### src/rtl/channel_demux.sv
// channel_demux: routes one tagged byte stream to alpha/beta/gamma FIFOs (sel=3 broadcasts).
// Latency: a word accepted at edge N is presented on its channel after edge N (1 cycle).
// Backpressure: in_ready drops when a targeted FIFO is full; it never looks at out_ready.
//
// Ports:
//   clk, reset          rising-edge clock, synchronous active-high reset
//   in_valid/in_ready   upstream handshake; in_data word, in_sel route, in_cs chip select
//   out_valid[2:0]      per-channel valid (bit0 alpha, bit1 beta, bit2 gamma)
//   out_ready[2:0]      per-channel consumer ready, same bit order
//   alpha/beta/gamma    channel head words (0 while the channel is empty)
//   drop_count          saturating count of words accepted with in_cs=0
// Optional build macro CHANNEL_DEMUX_STATS_EN adds push_count_alpha/beta/gamma (16-bit, wrapping).

// Small synchronous FIFO used once per channel. head_o is forced to 0 while empty so the
// storage array itself never needs a reset.
module channel_demux_fifo #(
  parameter int WIDTH = 8,
  parameter int DEPTH = 4
) (
  input  logic             clk,
  input  logic             reset,
  input  logic             push_i,
  input  logic [WIDTH-1:0] push_dat_i,
  input  logic             pop_i,
  output logic             full_o,
  output logic             empty_o,
  output logic [WIDTH-1:0] head_o
);
  localparam int PW = $clog2(DEPTH);
  localparam int CW = PW + 1;
  localparam logic [CW-1:0] CNT_FULL = CW'(DEPTH);
  localparam logic [CW-1:0] CNT_ONE  = CW'(1);
  localparam logic [PW-1:0] PTR_ONE  = PW'(1);

  logic [WIDTH-1:0] mem_q [DEPTH];
  logic [PW-1:0]    wr_ptr_q, wr_ptr_d;
  logic [PW-1:0]    rd_ptr_q, rd_ptr_d;
  logic [CW-1:0]    count_q, count_d;
  logic             push_ok, pop_ok;

  assign full_o  = (count_q == CNT_FULL);
  assign empty_o = (count_q == '0);

  // Guards are redundant with the top-level handshakes but keep the FIFO safe on its own.
  assign push_ok = push_i & ~full_o;
  assign pop_ok  = pop_i & ~empty_o;

  always_comb begin
    wr_ptr_d = wr_ptr_q;
    rd_ptr_d = rd_ptr_q;
    count_d  = count_q;
    // DEPTH is a power of two, so plain binary increment wraps modulo DEPTH.
    if (push_ok) wr_ptr_d = wr_ptr_q + PTR_ONE;
    if (pop_ok)  rd_ptr_d = rd_ptr_q + PTR_ONE;
    case ({push_ok, pop_ok})
      2'b10:   count_d = count_q + CNT_ONE;
      2'b01:   count_d = count_q - CNT_ONE;
      default: count_d = count_q;
    endcase
  end

  always_ff @(posedge clk) begin
    if (reset) begin
      wr_ptr_q <= '0;
      rd_ptr_q <= '0;
      count_q  <= '0;
    end else begin
      wr_ptr_q <= wr_ptr_d;
      rd_ptr_q <= rd_ptr_d;
      count_q  <= count_d;
    end
  end

  // A write in the reset cycle is dropped; contents are invisible anyway once count is 0.
  always_ff @(posedge clk) begin
    if (push_ok && !reset) begin
      mem_q[wr_ptr_q] <= push_dat_i;
    end
  end

  assign head_o = empty_o ? '0 : mem_q[rd_ptr_q];

endmodule

module channel_demux #(
  parameter int WIDTH = 8,
  parameter int DEPTH = 4
) (
  input  logic             clk,
  input  logic             reset,
  input  logic             in_valid,
  output logic             in_ready,
  input  logic [WIDTH-1:0] in_data,
  input  logic [1:0]       in_sel,
  input  logic             in_cs,
  output logic [2:0]       out_valid,
  input  logic [2:0]       out_ready,
  output logic [WIDTH-1:0] alpha,
  output logic [WIDTH-1:0] beta,
  output logic [WIDTH-1:0] gamma,
  output logic [7:0]       drop_count
`ifdef CHANNEL_DEMUX_STATS_EN
  ,
  output logic [15:0]      push_count_alpha,
  output logic [15:0]      push_count_beta,
  output logic [15:0]      push_count_gamma
`endif
);

  logic [2:0]       sel_hit;
  logic [2:0]       push;
  logic [2:0]       pop;
  logic [2:0]       full;
  logic [2:0]       empty;
  logic [WIDTH-1:0] head [3];
  logic             accept;
  logic [7:0]       drop_q, drop_d;

  // One-hot channel decode; broadcast targets every channel.
  always_comb begin
    sel_hit = 3'b000;
    case (in_sel)
      2'd0:    sel_hit = 3'b001;
      2'd1:    sel_hit = 3'b010;
      2'd2:    sel_hit = 3'b100;
      default: sel_hit = 3'b111;
    endcase
  end

  // Ready only if no targeted channel is full, which makes a broadcast all-or-nothing.
  // Dropped words (cs=0) are always accepted.
  assign in_ready = ~in_cs | ~(|(full & sel_hit));
  assign accept   = in_valid & in_ready;
  assign push     = {3{accept & in_cs}} & sel_hit;

  assign out_valid = ~empty;
  assign pop       = out_valid & out_ready;

  for (genvar i = 0; i < 3; i++) begin : g_chan
    channel_demux_fifo #(
      .WIDTH (WIDTH),
      .DEPTH (DEPTH)
    ) u_fifo (
      .clk        (clk),
      .reset      (reset),
      .push_i     (push[i]),
      .push_dat_i (in_data),
      .pop_i      (pop[i]),
      .full_o     (full[i]),
      .empty_o    (empty[i]),
      .head_o     (head[i])
    );
  end

  assign alpha = head[0];
  assign beta  = head[1];
  assign gamma = head[2];

  // Saturating drop counter.
  always_comb begin
    drop_d = drop_q;
    if (accept && !in_cs && (drop_q != 8'hFF)) begin
      drop_d = drop_q + 8'd1;
    end
  end

  always_ff @(posedge clk) begin
    if (reset) begin
      drop_q <= '0;
    end else begin
      drop_q <= drop_d;
    end
  end

  assign drop_count = drop_q;

`ifdef CHANNEL_DEMUX_STATS_EN
  logic [15:0] pcnt_q [3];
  logic [15:0] pcnt_d [3];

  // Push counters wrap naturally at 16 bits.
  always_comb begin
    for (int i = 0; i < 3; i++) begin
      pcnt_d[i] = pcnt_q[i];
      if (push[i]) pcnt_d[i] = pcnt_q[i] + 16'd1;
    end
  end

  always_ff @(posedge clk) begin
    if (reset) begin
      for (int i = 0; i < 3; i++) pcnt_q[i] <= '0;
    end else begin
      for (int i = 0; i < 3; i++) pcnt_q[i] <= pcnt_d[i];
    end
  end

  assign push_count_alpha = pcnt_q[0];
  assign push_count_beta  = pcnt_q[1];
  assign push_count_gamma = pcnt_q[2];
`endif

endmodule

### config.mk
export PLATFORM = sky130hd
export DESIGN_NAME = channel_demux
export DESIGN_NICKNAME = d
export VERILOG_FILES = /design/src/rtl/channel_demux.sv
export SDC_FILE = /design/constraint.sdc
export NUM_CORES = 1
export LEC_CHECK = 0
export BUFFER_PORTS_ARGS = -buffer_cell sky130_fd_sc_hd__buf_2
export CAP_MARGIN = 5
export CORE_UTILIZATION = 60
export DETAILED_ROUTE_END_ITERATION = 10
export PLACE_DENSITY = 0.77
export RECOVER_POWER = 100
export SLEW_MARGIN = 20
export SYNTH_ARGS = -nofsm -noshare
export SYNTH_HDL_FRONTEND = slang
export SYNTH_SLANG_ARGS = --single-unit
### constraint.sdc
create_clock -name clk -period 5.6 [get_ports clk]
set_input_delay 1.12 -clock clk [delete_from_list [all_inputs] [get_ports clk]]
set_output_delay 1.12 -clock clk [all_outputs]
set_load 0.01 [all_outputs]
==> results.py, run 1 <==
metrics = {
    "status": {
        "status": "complete, no violations",
    },
    "layout": {
        "final_nets": 472,
        "area.growth.synth_to_final_pct": 14.71,
        "fin_area_um2": 6431,
        "antenna_cells": 0,
        "fin_cells": 554,
        "utilization_pct": 72.33,
        "layout_commonest_cell": "edfxtp_1",
        "commonest_non_fill_non_tap_cells_in_the_layout": "edfxtp_1, clkbuf_1, dfxtp_1",
        "drive_gt1_share_pct": 16.37,
    },
    "synth": {
        "synth.ff_latch_count": 131,
        "post_synth_inst_count": 375,
        "synthesis.area_um2": 5607,
        "ys_seq_area_share_pct": 63.91,
        "syn_area_cell_um2": 14.95,
        "synth_edf_count": 96,
        "postSynthNetCount": 414,
        "yosysUniqueCellTypes": 43,
        "yosys_warn_count": 0,
        "most_common_flop_cell_mapped_by_yosys": "edfxtp_1",
        "asyncSetResetFlopFracSynth_pct": 0,
    },
    "setup_path": {
        "crit_arrival_ns": 2.57,
        "setup.worst_path.class": "primary input to primary output",
        "path_max_fanout": 4,
        "critPathCaptureType": "primary output",
        "timing.critical_path.required_ns": 4.48,
        "startpoint_class_of_the_critical_path": "primary input",
    },
    "clock_network": {
        "cts.sinks": 131,
        "cts_tree": "done",
        "cts_hold_buffers": 0,
        "cts_setup_buffers": 0,
        "ctsHtreeMaxLevel": 4,
        "clock_latency_ns": 0.52,
        "clk_path_buf_depth": 2,
        "clkTransAtPathRegs_ns": 0.06,
        "cts-buffers-inserted": 17,
        "clock-root-buffer": "clkbuf_8",
        "post_cts_resized": 0,
    },
    "pwr": {
        "netSwitchingFraction_pct": 26.59,
        "share_seq_of_total_power_pct": 42.6,
        "power_density_nw_per_um2": 424.6,
        "total_power_mw": 2.731,
        "ir_drop_mv": 0.2667,
        "pwr-share-clk_pct": 38.9,
        "power_frac_comb_pct": 18.5,
        "netSwitchingPower_mw": 0.7263,
        "internal_power_mw": 2.005,
        "cellLeakagePower_nw": 2.177,
    },
    "placed_design": {
        "port_buffers": 52,
        "place.detailed.hpwl_um": 6205,
        "post-place-cells": 522,
        "placedInstanceArea_um2": 5947,
        "gp_congestion": 0.7222,
        "pre_cts_slack_ns": 2.050,
    },
    "sta": {
        "finalHoldWorstSlack_ns": 0.5027,
        "hold_vio_cnt_final": 0,
        "max_slew.worst_pin.slew_ns": 0.6782,
        "finClkSkew_ns": 0.01123,
        "layout_setup_ws_ns": 1.913,
        "timing_max_transition_violations_final": 0,
        "fin_crit_sh_pct": 65.84,
        "rsz0062_at_grt": "false",
        "setup-violations-final": 0,
        "final_critical_path_required_period_ns": 3.687,
        "setup_total_negative_slack_ns": 0,
        "worst_slew_margin_rel_pct": 54.15,
        "max_clock_freq_ghz": 0.2712,
    },
    "die": {
        "core_um2": 8891,
        "start_util_pct": 63.06,
        "die_h_um": 98.67,
        "top_level_ports": 53,
        "chipWidth_um": 98.67,
        "fp-row-count": 34,
        "total_die_area_um2": 9735,
    },
    "drt": {
        "avgViaCountPerCell": 5.644,
        "num_vias": 3127,
        "drt_iter0_drc": 159,
        "ant_nets": 0,
        "number_of_iterations_in_the_first_detailed_routing_pass": 4,
        "drc": 0,
        "wl_per_cell_um": 17.74,
        "routed_wirelength_um": 9827,
    },
    "grt": {
        "initial_antenna_violation_count": 0,
        "first_pass_grt_wire_length_um": 15920,
        "pin_count_of_the_biggest_net_entering_global_routing": 39,
        "globalRoute.totalOverflow": 0,
        "grt_use_total_pct": 22.51,
        "grt_pass1_vias": 3217,
    },
    "flow_run": {
        "drv.max_cap_violation_count": 0,
    },
    "hold_path": {
        "min-delay-path-class": "flip-flop to flip-flop",
    },
}
[worst paths after layout]
check,from,endpoint,slack (ns),depth (start not counted)
hold reg to reg,g_chan[2].u_fifo.count_q[2],g_chan[2].u_fifo.count_q[2],0.50,2
setup / recovery,in_sel[0],in_ready,1.91,7
setup reg to reg,g_chan[0].u_fifo.count_q[0],g_chan[2].u_fifo.count_q[2],3.02,10
hold / removal,g_chan[2].u_fifo.count_q[2],g_chan[2].u_fifo.count_q[2],0.50,2
[worst max-delay path: stages]
cell and delay, ns:
clkbuf_1 0.13, inv_1 0.06, ha_1 0.30, nor4bb_1 0.58
a211o_2 0.20, nand2_1 0.05, clkbuf_1 0.12
[logic make-up (layout without fill, tap and decap cells)]
kind of cell | Yosys count | in the layout | synth area share, %
xor+xnor | 13 | 13 | 2.031
buf+inv | 34 | 105 | 2.388
mux | 30 | 30 | 10.76
flops | 131 | 131 | 63.91
compound gates | 28 | 28 | 3.080
fa+ha+maj | 22 | 22 | 5.311
simple gates | 117 | 117 | 12.52
[registers in the layout, indices dropped and copies added (netlist names), named ones only]
signal and flops:
g_chan.u_fifo.mem_q 96, g_chan.u_fifo.count_q 9, drop_count 8, g_chan.u_fifo.rd_ptr_q 6, g_chan.u_fifo.wr_ptr_q 6
[synthesized netlist by cell type, types with 2 or more instances]
master | count | area share [%]
a21oi_1 | 13 | 1.2
and2_1 | 39 | 4.4
buf_2 | 5 | 0.45
clkbuf_1 | 7 | 0.47
dfxtp_1 | 35 | 12
edfxtp_1 | 96 | 51
fa_1 | 3 | 1.1
ha_1 | 19 | 4.2
inv_1 | 21 | 1.4
mux2_1 | 2 | 0.40
mux2i_1 | 4 | 0.71
mux4_2 | 24 | 9.6
nand2_1 | 8 | 0.54
nand2b_1 | 5 | 0.56
nand3_1 | 4 | 0.36
nand4_1 | 2 | 0.22
nor2_1 | 32 | 2.1
nor3_1 | 4 | 0.36
o21ai_0 | 9 | 0.80
or3_1 | 9 | 1.0
xnor2_1 | 3 | 0.47
xor2_1 | 10 | 1.6
[area by class of cell]
| type | count | area (um2) |
|---|---|---|
| multi-input combinational | 210 | 1842 |
| inverter | 21 | 78.83 |
| fill | 610 | 2460 |
| tap | 108 | 135.1 |
| timing repair buffer | 52 | 211.5 |
| sequential | 131 | 3583 |
| clock buffer | 24 | 481.7 |
| clock inverter | 8 | 98.84 |
[routing by layer]
metal | track usage (%) | vias up | routed length (um)
met1 | 27.48 | 1528 | 4259
met2 | 38.03 | 88 | 4948
met5 | 0 | - | 0
li1 | - | 1494 | -
met3 | 6.099 | 17 | 493
met4 | 9.759 | 0 | 125
[power by group through the flow]
stage          sequential (mW)  clock, mW  combinational (mW)
2_1_floorplan             1.14          0               0.410
4_1_cts                   1.17       1.08               0.536
5_1_grt                   1.18       1.12               0.560
6_report                  1.16       1.06               0.504
3_5_place_dp              1.19          0               0.523
3_3_place_gp              1.19          0               0.510
(Power assumes the default switching activity.)
==> inputs of run 2 (changes only) <==
- CORE_UTILIZATION: 60 -> 59
- PLACE_DENSITY: 0.77 -> 0.75
- clock period: 5.6 -> 3.8 ns (I/O delays scaled with it)
==> run 2 against run 1 <==
Effect of this change: worst setup slack got worse by 1.1 ns; register-to-register slack worse by 1.9 ns; utilization shrank 1.6 points; highest routed layer unchanged; count of clock-buffer cells in the layout is 5 lower; clock power grew 69%; global-route usage shrank 0.81 points; via count fell by 1.3%; largest power group is now the clock network; clock skew down 0.0029 ns; worst hold slack worse by 0.0066 ns.
==> results.py, run 2 (same netlist as run 1, synthesis figures left out) <==
metrics = {
    "placed_design": {
        "post-place-cells": 543,
        "gp_congestion": 0.7723,
        "port_buffers": 52,
        "pre_cts_slack_ns": 0.5780,
        "place.detailed.hpwl_um": 6102,
        "placedInstanceArea_um2": 5973,
    },
    "sta": {
        "timing_max_transition_violations_final": 0,
        "finalHoldWorstSlack_ns": 0.4961,
        "rsz0062_at_grt": "false",
        "fin_crit_sh_pct": 78.53,
        "layout_setup_ws_ns": 0.8159,
        "max_slew.worst_pin.slew_ns": 0.7023,
        "hold_vio_cnt_final": 0,
        "final_critical_path_required_period_ns": 2.984,
        "worst_slew_margin_rel_pct": 53.15,
        "setup_total_negative_slack_ns": 0,
        "finClkSkew_ns": 0.008371,
        "setup-violations-final": 0,
        "max_clock_freq_ghz": 0.3351,
    },
    "clock_network": {
        "clkTransAtPathRegs_ns": 0.06,
        "post_cts_resized": 0,
        "clk_path_buf_depth": 2,
        "cts-buffers-inserted": 17,
        "clock_latency_ns": 0.52,
        "cts.sinks": 131,
        "clock-root-buffer": "clkbuf_8",
        "ctsHtreeMaxLevel": 4,
        "cts_tree": "done",
        "cts_hold_buffers": 0,
        "cts_setup_buffers": 0,
    },
    "drt": {
        "ant_nets": 0,
        "wl_per_cell_um": 16.96,
        "num_vias": 3086,
        "number_of_iterations_in_the_first_detailed_routing_pass": 4,
        "avgViaCountPerCell": 5.367,
        "drt_iter0_drc": 154,
        "routed_wirelength_um": 9752,
        "drc": 0,
    },
    "layout": {
        "area.growth.synth_to_final_pct": 16.54,
        "commonest_non_fill_non_tap_cells_in_the_layout": "edfxtp_1, clkbuf_1, dfxtp_1",
        "final_nets": 472,
        "fin_cells": 575,
        "largest-register": "g_chan.u_fifo.mem_q",
        "fin_area_um2": 6534,
        "antenna_cells": 0,
        "utilization_pct": 70.71,
        "drive_gt1_share_pct": 17.71,
        "layout_commonest_cell": "edfxtp_1",
        "number_of_flip_flops_in_the_largest_register": 96,
    },
    "die": {
        "fp-row-count": 35,
        "top_level_ports": 53,
        "total_die_area_um2": 9896,
        "die_h_um": 99.48,
        "chipWidth_um": 99.48,
        "core_um2": 9240,
        "start_util_pct": 60.68,
    },
    "grt": {
        "pin_count_of_the_biggest_net_entering_global_routing": 39,
        "grt_use_total_pct": 21.70,
        "grt_pass1_vias": 2987,
        "globalRoute.totalOverflow": 0,
        "initial_antenna_violation_count": 0,
        "first_pass_grt_wire_length_um": 15410,
    },
    "hold_path": {
        "min-delay-path-class": "flip-flop to flip-flop",
    },
    "status": {
        "status": "complete, no violations",
    },
    "flow_run": {
        "drv.max_cap_violation_count": 0,
    },
    "setup_path": {
        "timing.critical_path.required_ns": 4.24,
        "path_max_fanout": 4,
        "setup.worst_path.class": "primary input to flip-flop",
        "startpoint_class_of_the_critical_path": "primary input",
        "critPathCaptureType": "flip-flop",
        "crit_arrival_ns": 3.43,
    },
    "pwr": {
        "total_power_mw": 4.243,
        "ir_drop_mv": 0.3490,
        "power_density_nw_per_um2": 649.3,
        "cellLeakagePower_nw": 2.206,
    },
}
==> run 2: cell count changes in the layout (fill, tap and decap cells not counted), moves of 2 or more <==
cell | before | now
and2_0 | 22 | 26
and2_1 | 17 | 13
buf_2 | 13 | 18
bufinv_16 | 2 | 6
clkbuf_1 | 43 | 36
clkbuf_8 | 3 | 1
clkinv_2 | 3 | 0
clkinvlp_4 | 0 | 3
==> run 2: final cells by class <==
class	instances	area [um2]
Sequential cell	131	3583
Fill cell	628	2706
Multi-Input combinational cell	210	1838
Clock buffer	19	421.7
Clock inverter	13	232.7
Timing Repair Buffer	52	217.7
Tap cell	129	161.4
Inverter	21	78.83
==> run 2: path summary, 6_finish.rpt <==
| kind | startpoint | end | slack [ns] | depth (start not counted) |
|---|---|---|---|---|
| worst max-delay path | in_sel[0] | g_chan[2].u_fifo.count_q[2] | 0.82 | 13 |
| worst min-delay path | g_chan[1].u_fifo.count_q[2] | g_chan[1].u_fifo.count_q[2] | 0.50 | 2 |
| worst max register to register | g_chan[1].u_fifo.count_q[0] | g_chan[0].u_fifo.count_q[2] | 1.16 | 10 |
| worst min register to register | g_chan[1].u_fifo.count_q[2] | g_chan[1].u_fifo.count_q[2] | 0.50 | 2 |
==> run 2: per-layer routing <==
metal | global-route usage [%] | up-vias | wire [um]
met5 | 0 | - | 0
met1 | 28.37 | 1519 | 4416
li1 | - | 1482 | -
met3 | 6.606 | 12 | 441
met4 | 7.353 | 0 | 111
met2 | 34.94 | 73 | 4783
==> run 2: critical path, stage by stage <==
cell and delay [ns]:
clkbuf_1 0.12, inv_1 0.06, ha_1 0.29, nor4bb_1 0.59, nor2_1 0.11, nor4b_1 0.21, inv_1 0.08, ha_1 0.18
inv_1 0.06, fa_1 0.37, xor2_1 0.15, or3_1 0.30, a21oi_1 0.14
==> run 2: power by group <==
group          switching, mW  leakage [nW]  internal [mW]
clock                  0.593         0.306           1.20
sequential             0.112          1.15           1.60
combinational          0.389         0.752          0.347
==> inputs of run 3 (changes only) <==
- clock period: 3.8 -> 3.08 ns (I/O delays scaled with it)
==> run 3 against run 2 <==
Effect of this change: global-route usage grew 0.48 points; sequential power is 23% higher; worst hold slack got worse by 0.0038 ns; highest routed layer unchanged.
==> results.py, run 3 (same netlist as run 1, synthesis figures left out) <==
metrics = {
    "clock_network": {
        "cts.sinks": 131,
        "post_cts_resized": 0,
        "ctsHtreeMaxLevel": 4,
        "clkTransAtPathRegs_ns": 0.06,
        "cts_setup_buffers": 0,
        "cts_tree": "done",
        "clock_latency_ns": 0.53,
        "clock-root-buffer": "clkbuf_8",
        "cts-buffers-inserted": 17,
        "clk_path_buf_depth": 2,
        "cts_hold_buffers": 0,
    },
    "sta": {
        "worst_slew_margin_rel_pct": 51.79,
        "setup-violations-final": 0,
        "timing_max_transition_violations_final": 0,
        "layout_setup_ws_ns": 0.3497,
        "hold_vio_cnt_final": 0,
        "max_slew.worst_pin.slew_ns": 0.7131,
        "final_critical_path_required_period_ns": 2.730,
        "finClkSkew_ns": 0.02250,
        "max_clock_freq_ghz": 0.3663,
        "rsz0062_at_grt": "false",
        "setup_total_negative_slack_ns": 0,
        "fin_crit_sh_pct": 88.64,
    },
    "die": {
        "start_util_pct": 60.68,
        "core_um2": 9240,
        "total_die_area_um2": 9896,
        "chipWidth_um": 99.48,
        "top_level_ports": 53,
        "fp-row-count": 35,
        "die_h_um": 99.48,
    },
    "grt": {
        "first_pass_grt_wire_length_um": 15720,
        "grt_pass1_vias": 3040,
        "pin_count_of_the_biggest_net_entering_global_routing": 38,
        "grt_use_total_pct": 22.18,
        "globalRoute.totalOverflow": 0,
        "initial_antenna_violation_count": 0,
    },
    "layout": {
        "final_nets": 473,
        "antenna_cells": 0,
        "layout_commonest_cell": "edfxtp_1",
        "number_of_flip_flops_in_the_largest_register": 96,
        "area.growth.synth_to_final_pct": 15.51,
        "largest-register": "g_chan.u_fifo.mem_q",
        "drive_gt1_share_pct": 18.57,
        "commonest_non_fill_non_tap_cells_in_the_layout": "edfxtp_1, dfxtp_1, clkbuf_1",
    },
    "drt": {
        "drt_iter0_drc": 138,
        "routed_wirelength_um": 9948,
        "num_vias": 3153,
        "number_of_iterations_in_the_first_detailed_routing_pass": 4,
        "drc": 0,
        "avgViaCountPerCell": 5.474,
        "wl_per_cell_um": 17.27,
        "ant_nets": 0,
    },
    "hold_path": {
        "min-delay-path-class": "primary input to flip-flop",
        "worstHoldPathCells": 4,
    },
    "setup_path": {
        "crit_arrival_ns": 2.11,
        "path_max_fanout": 8,
        "timing.critical_path.required_ns": 2.46,
        "setup.worst_path.class": "flip-flop to primary output",
        "depth_of_the_worst_register_to_register_path": 10,
        "critPathCaptureType": "primary output",
        "startpoint_class_of_the_critical_path": "flip-flop",
    },
    "flow_run": {
        "drv.max_cap_violation_count": 0,
    },
    "placed_design": {
        "pre_cts_slack_ns": 0.01695,
        "place.detailed.hpwl_um": 6354,
        "gp_congestion": 0.7630,
        "port_buffers": 52,
    },
    "status": {
        "status": "complete, no violations",
    },
    "pwr": {
        "power_density_nw_per_um2": 766.2,
        "ir_drop_mv": 0.5213,
        "cellLeakagePower_nw": 2.165,
    },
}
run 3: per-stage QoR:
step                instances  hold slack [ns]  total power [mW]  area (um2)  utilization [%]
floorplan                 375           0.4621             2.813        5607                -
global placement          544           0.4762             3.085        5981            64.73
detailed placement        544           0.4990             3.121        5981            64.73
CTS                       576           0.4320             5.040        6550            70.89
global route              576           0.5130             5.182        6476            70.09
finish                    576           0.4923             4.962        6476            70.09
run 3: final cells by class:
class	instances	area [um2]
Multi-Input combinational cell	210	1858
Sequential cell	131	3583
Timing Repair Buffer	53	225.2
Clock buffer	17	414.1
Tap cell	129	161.4
Clock inverter	15	155.1
Fill cell	638	2764
Inverter	21	78.83
run 3: per-layer routing:
layer	wire [um]	GRT usage, %	share of wire, %
met1	4341	27.94	44
met2	5013	36.65	50
met3	502	5.411	5.0
met4	91	10.18	0.91
met5	0	0	0
run 3: final timing paths:
path | startpoint | slack, ns | endpoint
max reg2reg | g_chan[1].u_fifo.count_q[2] | 0.63 | g_chan[0].u_fifo.count_q[2]
min reg2reg | g_chan[2].u_fifo.count_q[2] | 0.51 | g_chan[2].u_fifo.count_q[2]
max | flip-flop | 0.35 | beta[1]
min | out_ready[0] | 0.49 | g_chan[0].u_fifo.rd_ptr_q[1]
run 3: report_power, final:
part / internal, mW / leakage [nW] / total (mW) / switching, mW
Combinational: 0.434 / 0.762 / 0.918 / 0.484
Sequential: 1.98 / 1.15 / 2.12 / 0.146
Clock: 1.15 / 0.255 / 1.92 / 0.768
Total: 3.56 / 2.16 / 4.96 / 1.40
run 3: critical path: stages (launching register included):
cell     delay, ns
dfxtp_1       0.69
mux4_2        0.58
and2_0        0.18
buf_2         0.14
